**config.mk**
```make
export PLATFORM = sky130hd
export DESIGN_NAME = ram_arbiter_flat
export DESIGN_NICKNAME = d
export VERILOG_FILES = /design/src/rtl/ram_arbiter_if.sv /design/src/rtl/ram_arbiter.sv /design/src/flat_wrapper.sv
export SDC_FILE = /design/constraint.sdc
export NUM_CORES = 1
export LEC_CHECK = 0
export ABC_AREA = 1
export BUFFER_PORTS_ARGS = -buffer_cell sky130_fd_sc_hd__buf_2
export CAP_MARGIN = 20
export CELL_PAD_IN_SITES_DETAIL_PLACEMENT = 0
export CELL_PAD_IN_SITES_GLOBAL_PLACEMENT = 2
export CORE_ASPECT_RATIO = 1.25
export CORE_UTILIZATION = 24
export DETAILED_ROUTE_END_ITERATION = 8
export PLACE_DENSITY_LB_ADDON = 0.1
export SYNTH_ARGS = -nofsm -noshare
export SYNTH_HDL_FRONTEND = slang
export SYNTH_SLANG_ARGS = --single-unit
```
**constraint.sdc**
```tcl
create_clock -name clk -period 1.15 [get_ports clk]
set_clock_uncertainty 0.05 [all_clocks]
set_input_delay 0.23 -clock clk [delete_from_list [all_inputs] [get_ports clk]]
set_output_delay 0.23 -clock clk [all_outputs]
set_load 0.01 [all_outputs]
```
**src/rtl/ram_arbiter_if.sv**
```systemverilog
// Bundle of the CPU, loader and RAM-side signals of the two-port RAM arbiter.
// The slave modport is the arbiter's view; master is the view of whatever drives the ports.
interface ram_arbiter_if;
    logic       cpu_req;
    logic       cpu_rw;
    logic [7:0] cpu_addr;
    logic [3:0] cpu_wdata;
    logic       cpu_ack;
    logic [3:0] cpu_rdata;

    logic       ldr_req;
    logic       ldr_rw;
    logic [7:0] ldr_addr;
    logic [3:0] ldr_wdata;
    logic       ldr_ack;
    logic [3:0] ldr_rdata;

    logic       ram_EN;
    logic       ram_RW;
    logic [7:0] ram_address_bus;
    logic [3:0] ram_data_bus_out;
    logic [3:0] ram_data_bus_in;
    logic [1:0] grant;
    logic       busy;

    modport slave (
        input  cpu_req, cpu_rw, cpu_addr, cpu_wdata,
        input  ldr_req, ldr_rw, ldr_addr, ldr_wdata,
        input  ram_data_bus_in,
        output cpu_ack, cpu_rdata, ldr_ack, ldr_rdata,
        output ram_EN, ram_RW, ram_address_bus, ram_data_bus_out,
        output grant, busy
    );

    modport master (
        output cpu_req, cpu_rw, cpu_addr, cpu_wdata,
        output ldr_req, ldr_rw, ldr_addr, ldr_wdata,
        output ram_data_bus_in,
        input  cpu_ack, cpu_rdata, ldr_ack, ldr_rdata,
        input  ram_EN, ram_RW, ram_address_bus, ram_data_bus_out,
        input  grant, busy
    );
endinterface

```
**src/rtl/ram_arbiter.sv**
```systemverilog
// Round-robin arbiter sharing one single-port RAM between a CPU and a loader port.
// Every output comes straight from a flop; one access takes RD_LAT+2 cycles.
//
//   state  | meaning
//   IDLE   | no transaction; arbitrate on the next edge
//   ACCESS | ram_EN high for RD_LAT cycles with the winner's latched request
//   DONE   | one cycle, winner's ack high, grant still held
module ram_arbiter #(
    parameter int unsigned RD_LAT = 1
) (
    input  logic        clk,
    input  logic        rst_n,
    ram_arbiter_if.slave bus
);

    typedef enum logic [1:0] {IDLE, ACCESS, DONE} state_t;

    localparam logic [3:0] CNT_LOAD = 4'(RD_LAT - 1);

    state_t     state_q, state_d;
    logic [3:0] cnt_q, cnt_d;
    logic       last_grant_q, last_grant_d;
    logic       en_q, en_d;
    logic       rw_q, rw_d;
    logic [7:0] addr_q, addr_d;
    logic [3:0] wdata_q, wdata_d;
    logic [1:0] grant_q, grant_d;
    logic       busy_q, busy_d;
    logic       cpu_ack_q, cpu_ack_d;
    logic       ldr_ack_q, ldr_ack_d;
    logic [3:0] cpu_rdata_q, cpu_rdata_d;
    logic [3:0] ldr_rdata_q, ldr_rdata_d;
    logic       pick_ldr;

    always_ff @(posedge clk or negedge rst_n) begin
        if (!rst_n) begin
            state_q      <= IDLE;
            cnt_q        <= '0;
            last_grant_q <= 1'b1;
            en_q         <= 1'b0;
            rw_q         <= 1'b0;
            addr_q       <= '0;
            wdata_q      <= '0;
            grant_q      <= '0;
            busy_q       <= 1'b0;
            cpu_ack_q    <= 1'b0;
            ldr_ack_q    <= 1'b0;
            cpu_rdata_q  <= '0;
            ldr_rdata_q  <= '0;
        end else begin
            state_q      <= state_d;
            cnt_q        <= cnt_d;
            last_grant_q <= last_grant_d;
            en_q         <= en_d;
            rw_q         <= rw_d;
            addr_q       <= addr_d;
            wdata_q      <= wdata_d;
            grant_q      <= grant_d;
            busy_q       <= busy_d;
            cpu_ack_q    <= cpu_ack_d;
            ldr_ack_q    <= ldr_ack_d;
            cpu_rdata_q  <= cpu_rdata_d;
            ldr_rdata_q  <= ldr_rdata_d;
        end
    end

    always_comb begin
        state_d      = state_q;
        cnt_d        = cnt_q;
        last_grant_d = last_grant_q;
        en_d         = en_q;
        rw_d         = rw_q;
        addr_d       = addr_q;
        wdata_d      = wdata_q;
        grant_d      = grant_q;
        busy_d       = busy_q;
        cpu_ack_d    = 1'b0;
        ldr_ack_d    = 1'b0;
        cpu_rdata_d  = cpu_rdata_q;
        ldr_rdata_d  = ldr_rdata_q;
        // On a tie the loader wins only if the CPU was served last.
        pick_ldr     = bus.ldr_req && (!bus.cpu_req || !last_grant_q);

        case (state_q)
            IDLE: begin
                if (bus.cpu_req || bus.ldr_req) begin
                    state_d = ACCESS;
                    cnt_d   = CNT_LOAD;
                    en_d    = 1'b1;
                    busy_d  = 1'b1;
                    grant_d = pick_ldr ? 2'b10 : 2'b01;
                    rw_d    = pick_ldr ? bus.ldr_rw    : bus.cpu_rw;
                    addr_d  = pick_ldr ? bus.ldr_addr  : bus.cpu_addr;
                    wdata_d = pick_ldr ? bus.ldr_wdata : bus.cpu_wdata;
                end
            end
            ACCESS: begin
                if (cnt_q == 4'd0) begin
                    state_d   = DONE;
                    en_d      = 1'b0;
                    rw_d      = 1'b0;
                    cpu_ack_d = grant_q[0];
                    ldr_ack_d = grant_q[1];
                    // rw_q still carries the latched direction on this edge.
                    if (!rw_q) begin
                        if (grant_q[1]) ldr_rdata_d = bus.ram_data_bus_in;
                        else            cpu_rdata_d = bus.ram_data_bus_in;
                    end
                end else begin
                    cnt_d = cnt_q - 4'd1;
                end
            end
            DONE: begin
                state_d      = IDLE;
                grant_d      = 2'b00;
                busy_d       = 1'b0;
                last_grant_d = grant_q[1];
            end
            default: state_d = IDLE;
        endcase
    end

    assign bus.ram_EN           = en_q;
    assign bus.ram_RW           = rw_q;
    assign bus.ram_address_bus  = addr_q;
    assign bus.ram_data_bus_out = wdata_q;
    assign bus.grant            = grant_q;
    assign bus.busy             = busy_q;
    assign bus.cpu_ack          = cpu_ack_q;
    assign bus.ldr_ack          = ldr_ack_q;
    assign bus.cpu_rdata        = cpu_rdata_q;
    assign bus.ldr_rdata        = ldr_rdata_q;

endmodule

```
**src/flat_wrapper.sv**
```systemverilog
// flat-port wrapper written by rule: the top's interface ports become plain ports
module ram_arbiter_flat 
#(
    parameter int unsigned RD_LAT = 1
)
  (clk, rst_n, bus_cpu_req, bus_cpu_rw, bus_cpu_addr, bus_cpu_wdata, bus_ldr_req, bus_ldr_rw, bus_ldr_addr, bus_ldr_wdata, bus_ram_data_bus_in, bus_cpu_ack, bus_cpu_rdata, bus_ldr_ack, bus_ldr_rdata, bus_ram_EN, bus_ram_RW, bus_ram_address_bus, bus_ram_data_bus_out, bus_grant, bus_busy);
  ram_arbiter_if bus_i ();
  input  logic clk;
  input  logic rst_n;
  input wire logic [$bits(bus_i.cpu_req)-1:0] bus_cpu_req;
  input wire logic [$bits(bus_i.cpu_rw)-1:0] bus_cpu_rw;
  input wire logic [$bits(bus_i.cpu_addr)-1:0] bus_cpu_addr;
  input wire logic [$bits(bus_i.cpu_wdata)-1:0] bus_cpu_wdata;
  input wire logic [$bits(bus_i.ldr_req)-1:0] bus_ldr_req;
  input wire logic [$bits(bus_i.ldr_rw)-1:0] bus_ldr_rw;
  input wire logic [$bits(bus_i.ldr_addr)-1:0] bus_ldr_addr;
  input wire logic [$bits(bus_i.ldr_wdata)-1:0] bus_ldr_wdata;
  input wire logic [$bits(bus_i.ram_data_bus_in)-1:0] bus_ram_data_bus_in;
  output wire logic [$bits(bus_i.cpu_ack)-1:0] bus_cpu_ack;
  output wire logic [$bits(bus_i.cpu_rdata)-1:0] bus_cpu_rdata;
  output wire logic [$bits(bus_i.ldr_ack)-1:0] bus_ldr_ack;
  output wire logic [$bits(bus_i.ldr_rdata)-1:0] bus_ldr_rdata;
  output wire logic [$bits(bus_i.ram_EN)-1:0] bus_ram_EN;
  output wire logic [$bits(bus_i.ram_RW)-1:0] bus_ram_RW;
  output wire logic [$bits(bus_i.ram_address_bus)-1:0] bus_ram_address_bus;
  output wire logic [$bits(bus_i.ram_data_bus_out)-1:0] bus_ram_data_bus_out;
  output wire logic [$bits(bus_i.grant)-1:0] bus_grant;
  output wire logic [$bits(bus_i.busy)-1:0] bus_busy;
  assign bus_i.cpu_req = bus_cpu_req;
  assign bus_i.cpu_rw = bus_cpu_rw;
  assign bus_i.cpu_addr = bus_cpu_addr;
  assign bus_i.cpu_wdata = bus_cpu_wdata;
  assign bus_i.ldr_req = bus_ldr_req;
  assign bus_i.ldr_rw = bus_ldr_rw;
  assign bus_i.ldr_addr = bus_ldr_addr;
  assign bus_i.ldr_wdata = bus_ldr_wdata;
  assign bus_i.ram_data_bus_in = bus_ram_data_bus_in;
  assign bus_cpu_ack = bus_i.cpu_ack;
  assign bus_cpu_rdata = bus_i.cpu_rdata;
  assign bus_ldr_ack = bus_i.ldr_ack;
  assign bus_ldr_rdata = bus_i.ldr_rdata;
  assign bus_ram_EN = bus_i.ram_EN;
  assign bus_ram_RW = bus_i.ram_RW;
  assign bus_ram_address_bus = bus_i.ram_address_bus;
  assign bus_ram_data_bus_out = bus_i.ram_data_bus_out;
  assign bus_grant = bus_i.grant;
  assign bus_busy = bus_i.busy;
  ram_arbiter #(.RD_LAT(RD_LAT)) u_core (.clk(clk), .rst_n(rst_n), .bus(bus_i));
endmodule
```
Word level (Yosys, flattened, before mapping)
Cells that the tools add are included.
{"block": "totals", "regBits": 34, "inputBits": 34}
{"block": "classes", "n_reduce_logical": 16, "n_bitwise": 2, "add_sub_neg": 1, "n_eq_ne": 5, "n_mux": 22}
{"op": "$mux 4", "n": 3}
{"op": "$mux 1", "n": 8}
{"op": "$mux 2", "n": 4}
{"op": "$mux 8", "n": 1}
{"op": "$pmux 2 s2", "n": 2}
{"op": "$pmux 4 s2", "n": 1}
{"op": "$reduce_and 4->1", "n": 2}
{"op": "$pmux 1 s2", "n": 3}
{"op": "$reduce_and 2->1", "n": 3}
{"op": "$reduce_and 3->1", "n": 2}
{"op": "$logic_not 4->1", "n": 1}
{"op": "$ne 2x1->1 const B", "n": 2}
{"op": "$reduce_bool 2->1", "n": 2}
{"op": "$sub 4x1->4 const B", "n": 1}
{"op": "$eq 2x1->1 const B", "n": 1}
{"op": "$eq 2x2->1 const B", "n": 1}
{"op": "$logic_not 1->1", "n": 2}
{"op": "$logic_not 2->1", "n": 1}
{"op": "$logic_or 1x1->1", "n": 2}
{"op": "$ne 2x2->1 const B", "n": 1}
{"op": "$not 1->1", "n": 2}
{"op": "$logic_and 1x1->1", "n": 1}

Depth between registers and ports, before layout
Gate-level depths: netlist of run 1.
{"block": "depth", "ltp_word": 6, "mapped_depth": 7, "ltp_nobuf": 7}

Worst setup path before layout of run 1
Ideal clock, no wire load.
{"block": "synth_timing", "path_kind": "register to register", "from": "register u_core.cnt_q[0]", "to": "register u_core.ldr_rdata_q[0] (netlist: u_core.bus.ldr_rdata[0])", "path_buffers": 0, "slack_ns": -0.105, "arrival_time_ns": 1.089, "path_stages_with_launch": 8, "path_cell_list": "dfrtp_1 inv_1 ha_1 nand2_4 nor2_8 nand3_2 nand2_1 nand2_1"}
{"block": "synth_via", "elab_chain_len": 2}
{"item": "start, declared", "line_no": "ram_arbiter.sv:21", "text": "logic [3:0] cnt_q, cnt_d;"}
{"item": "start signal, assigned", "line_no": "ram_arbiter.sv:52", "text": "cnt_q <= cnt_d;"}
{"item": "$logic_not 4->1", "line_no": "ram_arbiter.sv:98", "text": "if (cnt_q == 4'd0) begin"}
{"item": "$reduce_and 4->1 (no line)"}
{"item": "end signal, assigned", "line_no": "ram_arbiter.sv:63", "text": "ldr_rdata_q <= ldr_rdata_d;"}
{"item": "end, declared", "line_no": "ram_arbiter.sv:32", "text": "logic [3:0] ldr_rdata_q, ldr_rdata_d;"}
No other way between the ends.
A chain may end at the register's enable or synchronous reset.

Final worst setup path of run 1
{"block": "layout_timing", "from": "register u_core.last_grant_q", "to": "register u_core.rw_q (netlist: u_core.bus.ram_RW)"}
{"block": "layout_via", "elab_chain_len": 6}
{"item": "start, declared", "line_no": "ram_arbiter.sv:22", "text": "logic last_grant_q, last_grant_d;"}
{"item": "start signal, assigned", "line_no": "ram_arbiter.sv:53", "text": "last_grant_q <= last_grant_d;"}
{"item": "$logic_not 1->1", "line_no": "ram_arbiter.sv:82", "text": "pick_ldr = bus.ldr_req && (!bus.cpu_req || !last_grant_q);"}
{"item": "$logic_or 1x1->1", "line_no": "ram_arbiter.sv:82"}
{"item": "$logic_and 1x1->1", "line_no": "ram_arbiter.sv:82"}
{"item": "$mux 1", "line_no": "ram_arbiter.sv:92", "text": "rw_d = pick_ldr ? bus.ldr_rw : bus.cpu_rw;"}
{"item": "$mux 1", "line_no": "ram_arbiter.sv:86", "text": "if (bus.cpu_req || bus.ldr_req) begin"}
{"item": "$pmux 1 s2", "line_no": "ram_arbiter.sv:84", "text": "case (state_q)"}
{"item": "end signal, assigned", "line_no": "ram_arbiter.sv:55", "text": "rw_q <= rw_d;"}
{"item": "end, declared", "line_no": "ram_arbiter.sv:24", "text": "logic rw_q, rw_d;"}
No other way between the ends. The select of a mux whose other input is x is not followed.

==> results of run 1 <==
==> state kept, by name, indices dropped and copies added, names as in the netlist, 2 cells and up <==
register                     cells
u_core.bus.ram_address_bus       8
u_core.bus.ram_data_bus_out      4
u_core.bus.grant                 2
u_core.bus.ldr_rdata             4
u_core.state_q                   2
u_core.bus.cpu_rdata             4
u_core.cnt_q                     4
==> worst max-delay path by stage <==
stage | from | end | slack [ps] | cells past startpoint
6_report | u_core.last_grant_q$_DFFE_PN1P_ | u_core.bus.ram_RW$_DFFE_PN0P_ | -130 | 7
3_5_place_dp | u_core.state_q[0]$_DFFE_PN0P_ | u_core.bus.ram_data_bus_out[2]$_DFFE_PN0P_ | -190 | 5
2_1_floorplan | u_core.cnt_q[0]$_DFFE_PN0P_ | u_core.bus.ldr_rdata[0]$_DFFE_PN0P_ | -60 | 7
4_1_cts | u_core.cnt_q[0]$_DFFE_PN0P_ | u_core.bus.ldr_rdata[0]$_DFFE_PN0P_ | -100 | 7
5_1_grt | u_core.state_q[0]$_DFFE_PN0P_ | u_core.bus.ram_address_bus[2]$_DFFE_PN0P_ | -190 | 6
3_3_place_gp | u_core.state_q[0]$_DFFE_PN0P_ | u_core.bus.ram_data_bus_out[2]$_DFFE_PN0P_ | -150 | 5
==> per-stage QoR <==
stage	area (µm²)	TNS (ps)	util [%]
after floorplan	1570	-624	-
after global placement	2070	-2780	33.4
after detailed placement	2070	-3710	33.4
after CTS	2260	-2070	36.4
after global routing	2460	-4460	39.7
final	2460	-2490	39.7
==> synth_stat cells <==
cell | instances | area (µm²)
buf_6 | 2 | 22.5
nor2_8 | 1 | 20.0
xor2_1 | 1 | 8.76
buf_2 | 1 | 5.00
o22ai_1 | 2 | 12.5
ha_1 | 2 | 25.0
o21ai_2 | 1 | 8.76
nand4_1 | 5 | 31.3
nor2_4 | 2 | 22.5
buf_4 | 1 | 7.51
nor2_2 | 2 | 12.5
nand2_1 | 69 | 259
o21ai_1 | 2 | 10.0
o21ai_0 | 2 | 10.0
inv_1 | 7 | 26.3
nor3_4 | 1 | 16.3
inv_2 | 4 | 15.0
nand3_1 | 15 | 75.1
nor2_1 | 7 | 26.3
nand3_2 | 4 | 40.0
dfrtp_1 | 33 | 826
dfstp_2 | 1 | 26.3
or2_2 | 1 | 6.26
nand2_2 | 4 | 25.0
nand2_4 | 1 | 11.3
==> tightest hold or removal path: cells and delay by family <==
kind / cells / cell delay [ps]
buffers and inverters: 1 / 70
AND/OR/NAND/NOR: 2 / 90
==> cells in the final DEF, fill, tap and decap left out, types with 2 or more instances in the layout <==
cell,instances
nor2_1,6
nand4_1,5
inv_2,5
nand3_2,13
nand2_2,16
o21ai_1,3
buf_6,4
clkbuf_8,5
dfrtp_1,32
buf_4,10
nand3_1,4
o22ai_2,2
buf_12,4
clkbuf_1,3
nor2_4,3
nand2_4,12
nand3_4,2
buf_2,60
inv_1,5
nand2_1,46
nor2_2,2
==> layer usage <==
layer / share of wire (%) / track usage, % / vias to the layer above
li1: - / - / 707
met1: 39 / 13.6 / 667
met2: 53 / 22.8 / 47
met3: 5.5 / 3.74 / 6
met4: 1.8 / 4.81 / 0
met5: 0 / 0 / -
==> cell type report <==
class,count,area [µm²]
timing repair buffer,80,536
tap,85,106
sequential,34,853
inverter,11,43.8
clock buffer,8,80.1
fill,644,3740
multi-input combinational,122,843
==> timing repair <==
action,4_1_cts,5_1_grt
endpoints found under the setup margin,30,33
hold buffers,1,0
pin swaps,7,2
buffers inserted,2,3
resized for setup,16,41
gates cloned,1,1
hold endpoints to repair,33,0
==> report_power, final <==
part	leakage, µW	switching, µW	internal [µW]	total, µW
Combinational	0.000869	1940	1540	3480
Sequential	0.000414	321	1760	2080
Clock	0.0000395	407	430	837
==> cells by family after synthesis <==
family / Yosys count / synth area share [%]
AND/OR/NAND/NOR: 112 / 35.2
adder cells (fa/ha/maj): 2 / 1.62
buffers and inverters: 15 / 4.93
flip-flops: 34 / 55.0
AO/OA/AOI/OAI: 7 / 2.67
XOR/XNOR: 1 / 0.566
==> flow_summary.ini, run 1 <==
[status]
status = finished, violations left
failed_checks = setup timing

[clock_tree]
htree_levels = 2
cts.sinks = 34
cts_max_path_buffers = 2
clock_latency_ps = 280
clk_transition_reported_paths_ps = 70
root_buffer = clkbuf_8
cts_tree = built
cts_made_buffers = 5

[sta]
whs_ps = 103
hold_viol_final = 0
period_share_pct = 111
maxSlewHeadroom_pct = 82.0
tightest_slew_ps = 269
max_freq_mhz = 784
slew_violations = 0
rsz0062_at_grt = yes
period_needed_ps = 1280
finalSetupViolations = 26
finalWorstSetupSlack_ps = -126

[worst_setup_path]
cp_max_fo = 6
cp_cell_sequence = nand2_2 > nand2_2 > inv_2 > nor2_4 > clkbuf_16 > nand2_4 > nand3_2
regToRegStartpoint = u_core.last_grant_q$_DFFE_PN1P_
cp_common_cell = nand2_2
max_stage_delay_ps = 540
path_buf_inv = 2
critPathKind = flip-flop to flip-flop
reg2regPathDepth = 7
r2r-end = u_core.bus.ram_RW$_DFFE_PN0P_
cp_slowest_cell = dfstp_2
cp_top_family = flip-flops
critPathLaunchType = flip-flop
rrSetupSlack_ps = -130
required_ps = 1320
end_kind = flip-flop
cp.arrival_ps = 1450

[logic_synthesis]
synth-seq-cells = 34
synth.cell_area_mm2 = 0.00155
syn_inst = 171
synth-seq-area-share_pct = 55.0
synth_nets = 207
avgSynthCellArea_um2 = 9.06
synth_cell_types = 25
ys_warn_count = 0

[placed_design]
globalplace.congestion = 0.728
post-place-cells = 325
place_ws_ps = -190
hpwlAfterDp_um = 2840
numPortBuffers = 60

[flow_run]
cap_viol_max_count = 0

[drt]
routedWlPerCell_um = 11.9
via_count = 1427
routed_via_density = 4.20
drt-initial-drc-count = 16
wl_um = 4050
drtPass1Iterations = 2
drc = 0
final_antenna_net_count = 0

[pwr]
power_leakage_uw = 0.00132
total_power_uw = 6400
ir_drop_uv = 824
p_per_area_mw_per_mm2 = 2600

[layout]
syn_to_final_growth_pct = 59.0
fin_cells = 340
final_layout_size_suffix_gt1_share_pct = 57.6
antenna_cells = 0
final_net_count = 290

[global_route]
grtUsageTotal_pct = 12.7
gr-total-overflow = 0
grt_antenna_before_repair = 0
grt_first_pass_wirelength_um = 6420
grt_pass1_vias = 1429
grt_max_degree = 35

[hold_path]
min_path_cells = 3
hp-start = bus_cpu_addr[2]
hold_class = input port to flip-flop
hold_end = u_core.bus.ram_address_bus[2]$_DFFE_PN0P_

[floorplan]
die_h_um = 91.8
rows = 32
design.core.area_mm2 = 0.00621
die_width_um = 73.9
initial_utilization_pct = 25.0
die_area_mm2 = 0.00678
ios = 61
Power figures use the tool's default switching activity.
==> run 2: changes to the inputs <==
- CORE_UTILIZATION: 24 -> 27
- clock period: 1.15 -> 1.3 ns (I/O delays scaled with it)
==> run 2 against run 1 <==
  * The flow still finishes with violations (setup timing)
  * Utilization increased by 1.6 points
  * Die area decreased by 11%
  * Clock power decreased by 11%
==> flow_summary.ini, run 2 (synthesis results as in run 1) <==
[status]
status = finished, violations left
failed_checks = setup timing

[pwr]
switching_power_uw = 2240
seqPwrFrac_pct = 34.8
total_power_uw = 5350
power_leakage_uw = 0.00119
swShare_pct = 41.9
p_per_area_mw_per_mm2 = 2370
internal_power_uw = 3110
p_clk_share_pct = 13.9
p_comb_share_pct = 51.3
ir_drop_uv = 810

[global_route]
grt_pass1_vias = 1469
grt_antenna_before_repair = 0
grt_max_degree = 15
grt_first_pass_wirelength_um = 6740
grtUsageTotal_pct = 14.5
gr-total-overflow = 0

[worst_setup_path]
critPathLaunchType = flip-flop
worstSetupStartpoint = u_core.last_grant_q$_DFFE_PN1P_
required_ps = 1470
critPathKind = flip-flop to flip-flop
regToRegStartpoint = u_core.last_grant_q$_DFFE_PN1P_
cp_slowest_cell = dfstp_2
max_stage_delay_ps = 540
cp.arrival_ps = 1470
cp_max_fo = 6
cp_cell_sequence = nand2_2 > nand2_4 > inv_4 > nor2_4 > clkbuf_16 > nand2_1 > nand3_1
end_kind = flip-flop

[clock_tree]
clk_transition_reported_paths_ps = 60
root_buffer = clkbuf_8
cts_made_buffers = 5
cts.sinks = 34
clock_latency_ps = 280
htree_levels = 2
cts_max_path_buffers = 2
cts_tree = built

[layout]
antenna_cells = 0
final_util_pct = 41.2
final_cell_mix = buf_2, nand2_1, dfrtp_1, nand2_2, nand3_1
final_common_cell = buf_2
syn_to_final_growth_pct = 45.9
final_net_count = 283
final_layout_size_suffix_gt1_share_pct = 48.8
largest_reg_flops = 8

[drt]
routed_via_density = 4.41
drt-initial-drc-count = 60
via_count = 1376
final_antenna_net_count = 0
drc = 0
drtPass1Iterations = 4
routedWlPerCell_um = 12.8
wl_um = 3990

[hold_path]
hp-start = bus_cpu_wdata[0]
hold_class = input port to flip-flop

[placed_design]
hpwlAfterDp_um = 2910
globalplace.congestion = 0.823
place_ws_ps = -42.3
numPortBuffers = 60

[floorplan]
die_width_um = 69.7
design.core.area_mm2 = 0.00548
rows = 30
die_area_mm2 = 0.00605
die_h_um = 86.7
ios = 61
initial_utilization_pct = 28.3

[sta]
max_freq_mhz = 767
tightest_slew_ps = 283
maxSlewHeadroom_pct = 81.1
hold_viol_final = 0
rsz0062_at_grt = yes
period_share_pct = 100
finalWorstSetupSlack_ps = -4.14
finalSetupViolations = 1
period_needed_ps = 1300
slew_violations = 0

[flow_run]
cap_viol_max_count = 0
## run 2: critical path, delay by kind of cell (launching register included)
kind | cells | cell delay, ps
flip-flops | 1 | 540
AND/OR/NAND/NOR | 5 | 420
buffers and inverters | 2 | 230
## run 2: final cells by class
cell class / instances / area, µm²
fillers: 578 / 3220
multi-input cells: 122 / 742
clock buffers: 8 / 80.1
inverters: 11 / 50.0
flip-flops and latches: 34 / 852
repair buffers: 73 / 455
well taps: 64 / 80.1
## run 2: power groups by stage
| stage | sequential, µW | combinational (µW) | clock [µW] |
|---|---|---|---|
| finish | 1860 | 2740 | 744 |
| global route | 1930 | 3070 | 840 |
| CTS | 1840 | 2560 | 793 |
| detailed placement | 1830 | 2450 | 0 |
| global placement | 1840 | 2420 | 0 |
| floorplan | 2010 | 1340 | 0 |
## run 2: layer usage
metal  wire [µm]  track usage (%)  up-vias  part of all wire [%]
met5           0                0        -                     0
met4          63             6.73        0                   1.6
li1            -                -      693                     -
met1        1620             16.1      634                    41
met3         199             4.30        6                   5.0
met2        2110             25.4       43                    53
## run 2: what timing repair did
item                       in CTS  in global routing
resized for setup               8                 26
cloned                          0                  1
setup endpoints to repair      10                 21
buffers inserted                1                  0
hold buffers                    1                  0
pin swaps                       3                  7
hold endpoints to repair        8                  0
## run 2: final timing paths
check / endpoint / slack (ps) / cells after the start
worst max-delay path: u_core.bus.ram_address_bus[4]$_DFFE_PN0P_ / -4 / 7
worst min-delay path: u_core.bus.ram_data_bus_out[0]$_DFFE_PN0P_ / 130 / 3
worst max register to register: u_core.bus.ram_address_bus[4]$_DFFE_PN0P_ / -4 / 7
worst min register to register: u_core.bus.cpu_rdata[0]$_DFFE_PN0P_ / 420 / 2
max in group asynchronous: u_core.bus.ram_RW$_DFFE_PN0P_ / 400 / 3
min in group asynchronous: u_core.bus.cpu_rdata[3]$_DFFE_PN0P_ / 340 / 2
## run 2: per-stage QoR
stage	hold WS (ps)	setup TNS (ps)	instances	cell area (µm²)
after detailed placement	115	-211	301	2010
after global routing	120	-904	312	2260
after CTS	118	0	311	2140
final	130	-4.14	312	2260
after floorplan	-85.6	0	171	1550
after global placement	119	-3.21	301	2010
==> run 3: changes to the inputs <==
- REMOVE_ABC_BUFFERS: unset -> 1
==> run 3 against run 2 <==
  * Combinational power is essentially flat
  * Register-to-register slack gained 60 ps
  * Clock-buffer cell count is the same
  * Utilization grew 0.18 points
  * The run now ends clean
  * Largest cell class unchanged
  * Flip-flop and latch count is the same
  * Die area is the same
  * Hold slack gained 2.7 ps
  * Worst setup slack gained 58 ps
==> flow_summary.ini, run 3 (synthesis results as in run 1) <==
[layout]
syn_to_final_growth_pct = 46.5
fillerInstances = 569
final_cell_mix = nand2_1, buf_2, dfrtp_1, buf_4
regArea_um2 = 853
fin_area_mm2 = 0.00227
largest_reg_flops = 8
final_net_count = 289
multi_input_area_um2 = 717
antenna_cells = 0
fin_cells = 318
final_layout_size_suffix_gt1_share_pct = 48.8

[placed_design]
numPortBuffers = 60
hpwlAfterDp_um = 2990
globalplace.congestion = 0.737
post-place-cells = 303
placedInstanceArea_mm2 = 0.00200

[worst_setup_path]
critPathLaunchType = flip-flop
rrSetupSlack_ps = 50
cp_cell_sequence = inv_2 > ha_4 > nand2_8 > nor2_8 > nand3_4 > nand2_1 > nand2_1
cp.arrival_ps = 1360
cp_slowest_cell = dfrtp_1
path_buf_inv = 1
critPathKind = flip-flop to flip-flop
cp_common_cell = nand2_1
required_ps = 1420
end_kind = flip-flop
cp_max_fo = 8
cp_top_family = simple AND/OR/NAND/NOR gates
max_stage_delay_ps = 390

[drt]
routed_via_density = 4.49
drc = 0
via_count = 1428
final_antenna_net_count = 0
wl_um = 3930
drtPass1Iterations = 4
routedWlPerCell_um = 12.4
drt-initial-drc-count = 27

[flow_run]
cap_viol_max_count = 0

[floorplan]
rows = 30
die_h_um = 86.7
initial_utilization_pct = 28.3
die_width_um = 69.7
die_area_mm2 = 0.00605
ios = 61
design.core.area_mm2 = 0.00548

[global_route]
grtUsageTotal_pct = 14.0
gr-total-overflow = 0
grt_antenna_before_repair = 0
grt_max_degree = 17
grt_pass1_vias = 1448
grt_first_pass_wirelength_um = 6630

[clock_tree]
clock_latency_ps = 280
clk_transition_reported_paths_ps = 70
htree_levels = 2
cts_made_buffers = 5
cts_max_path_buffers = 2
root_buffer = clkbuf_8
cts.sinks = 34
cts_tree = built

[sta]
rsz0062_at_grt = yes
finalSetupViolations = 0
period_share_pct = 95.8
finalSetupTns_ps = 0
whs_ps = 133
slew_violations = 0
hold_viol_final = 0
period_needed_ps = 1250
tightest_slew_ps = 285
maxSlewHeadroom_pct = 80.9
max_freq_mhz = 803

[pwr]
switching_power_uw = 2240
seqPwrFrac_pct = 34.6
p_clk_share_pct = 14.7
swShare_pct = 41.3
p_per_area_mw_per_mm2 = 2390
internal_power_uw = 3190
p_comb_share_pct = 50.7
ir_drop_uv = 875
power_leakage_uw = 0.00119

[hold_path]
hold_class = input port to flip-flop

[status]
status = finished clean
==> run 3: cell count changes in the layout (fill, tap and decap cells not counted), moves of 2 or more <==
cell | before | now
buf_4 | 8 | 13
nand2_4 | 5 | 1
nand3_1 | 10 | 12
nand2_1 | 57 | 60
buf_6 | 0 | 3
nand3_2 | 7 | 5
==> run 3: what timing repair did <==
item / in CTS / in global routing
setup endpoints to repair: 22 / 26
hold buffers: 1 / 0
resized for setup: 6 / 24
endpoints found under the hold margin: 7 / 0
cloned: 0 / 0
setup buffers: 4 / 2
pin swaps: 5 / 11
==> run 3: worst register-to-register path: stages (launching register included) <==
cell and delay (ps):
dfrtp_1 390, inv_2 80, ha_4 150, nand2_8 70, nor2_8 170, nand3_4 110
nand2_1 70, nand2_1 40
==> run 3: routing by layer <==
| layer | track usage [%] | vias up | wire length [µm] |
|---|---|---|---|
| met5 | 0 | - | 0 |
| met4 | 4.91 | 0 | 79 |
| met3 | 4.07 | 8 | 194 |
| met2 | 25.1 | 46 | 2090 |
| met1 | 15.8 | 669 | 1560 |
| li1 | - | 705 | - |
==> run 3: power by group through the flow <==
stage                     clock network, µW  logic, µW  registers (µW)
after floorplan                           0       1260            2010
after global placement                    0       2390            1840
after detailed placement                  0       2430            1840
after CTS                               832       2560            1850
after global routing                    879       3080            1950
final                                   796       2750            1880
==> run 3: metrics by stage <==
step                      total power, µW  util (%)  worst slack [ps]
after global placement               4230      36.4             -20.1
final                                5430      41.4              54.2
after global routing                 5910      41.4             -25.1
after detailed placement             4280      36.4             -66.1
after CTS                            5240      39.3              16.4
after floorplan                      3280         -              32.0
==> run 3: area by class of cell <==
cell class | count | area share, %
inverter | 11 | 2.09
timing repair buffer | 79 | 21.2
clock buffer | 8 | 3.97
multi-input combinational | 122 | 31.6
sequential | 34 | 37.6
tap | 64 | 3.53
==> run 3: worst paths after layout <==
kind / startpoint / end / cells after the start
min in group asynchronous: rst_n / u_core.bus.ram_address_bus[5]$_DFFE_PN0P_ / 2
max: u_core.cnt_q[0]$_DFFE_PN0P_ / u_core.bus.cpu_rdata[0]$_DFFE_PN0P_ / 7
max reg2reg: u_core.cnt_q[0]$_DFFE_PN0P_ / u_core.bus.cpu_rdata[0]$_DFFE_PN0P_ / 7
min reg2reg: u_core.bus.cpu_rdata[2]$_DFFE_PN0P_ / u_core.bus.cpu_rdata[2]$_DFFE_PN0P_ / 2
max in group asynchronous: rst_n / u_core.bus.ram_address_bus[4]$_DFFE_PN0P_ / 3
min: bus_cpu_addr[7] / u_core.bus.ram_address_bus[7]$_DFFE_PN0P_ / 3
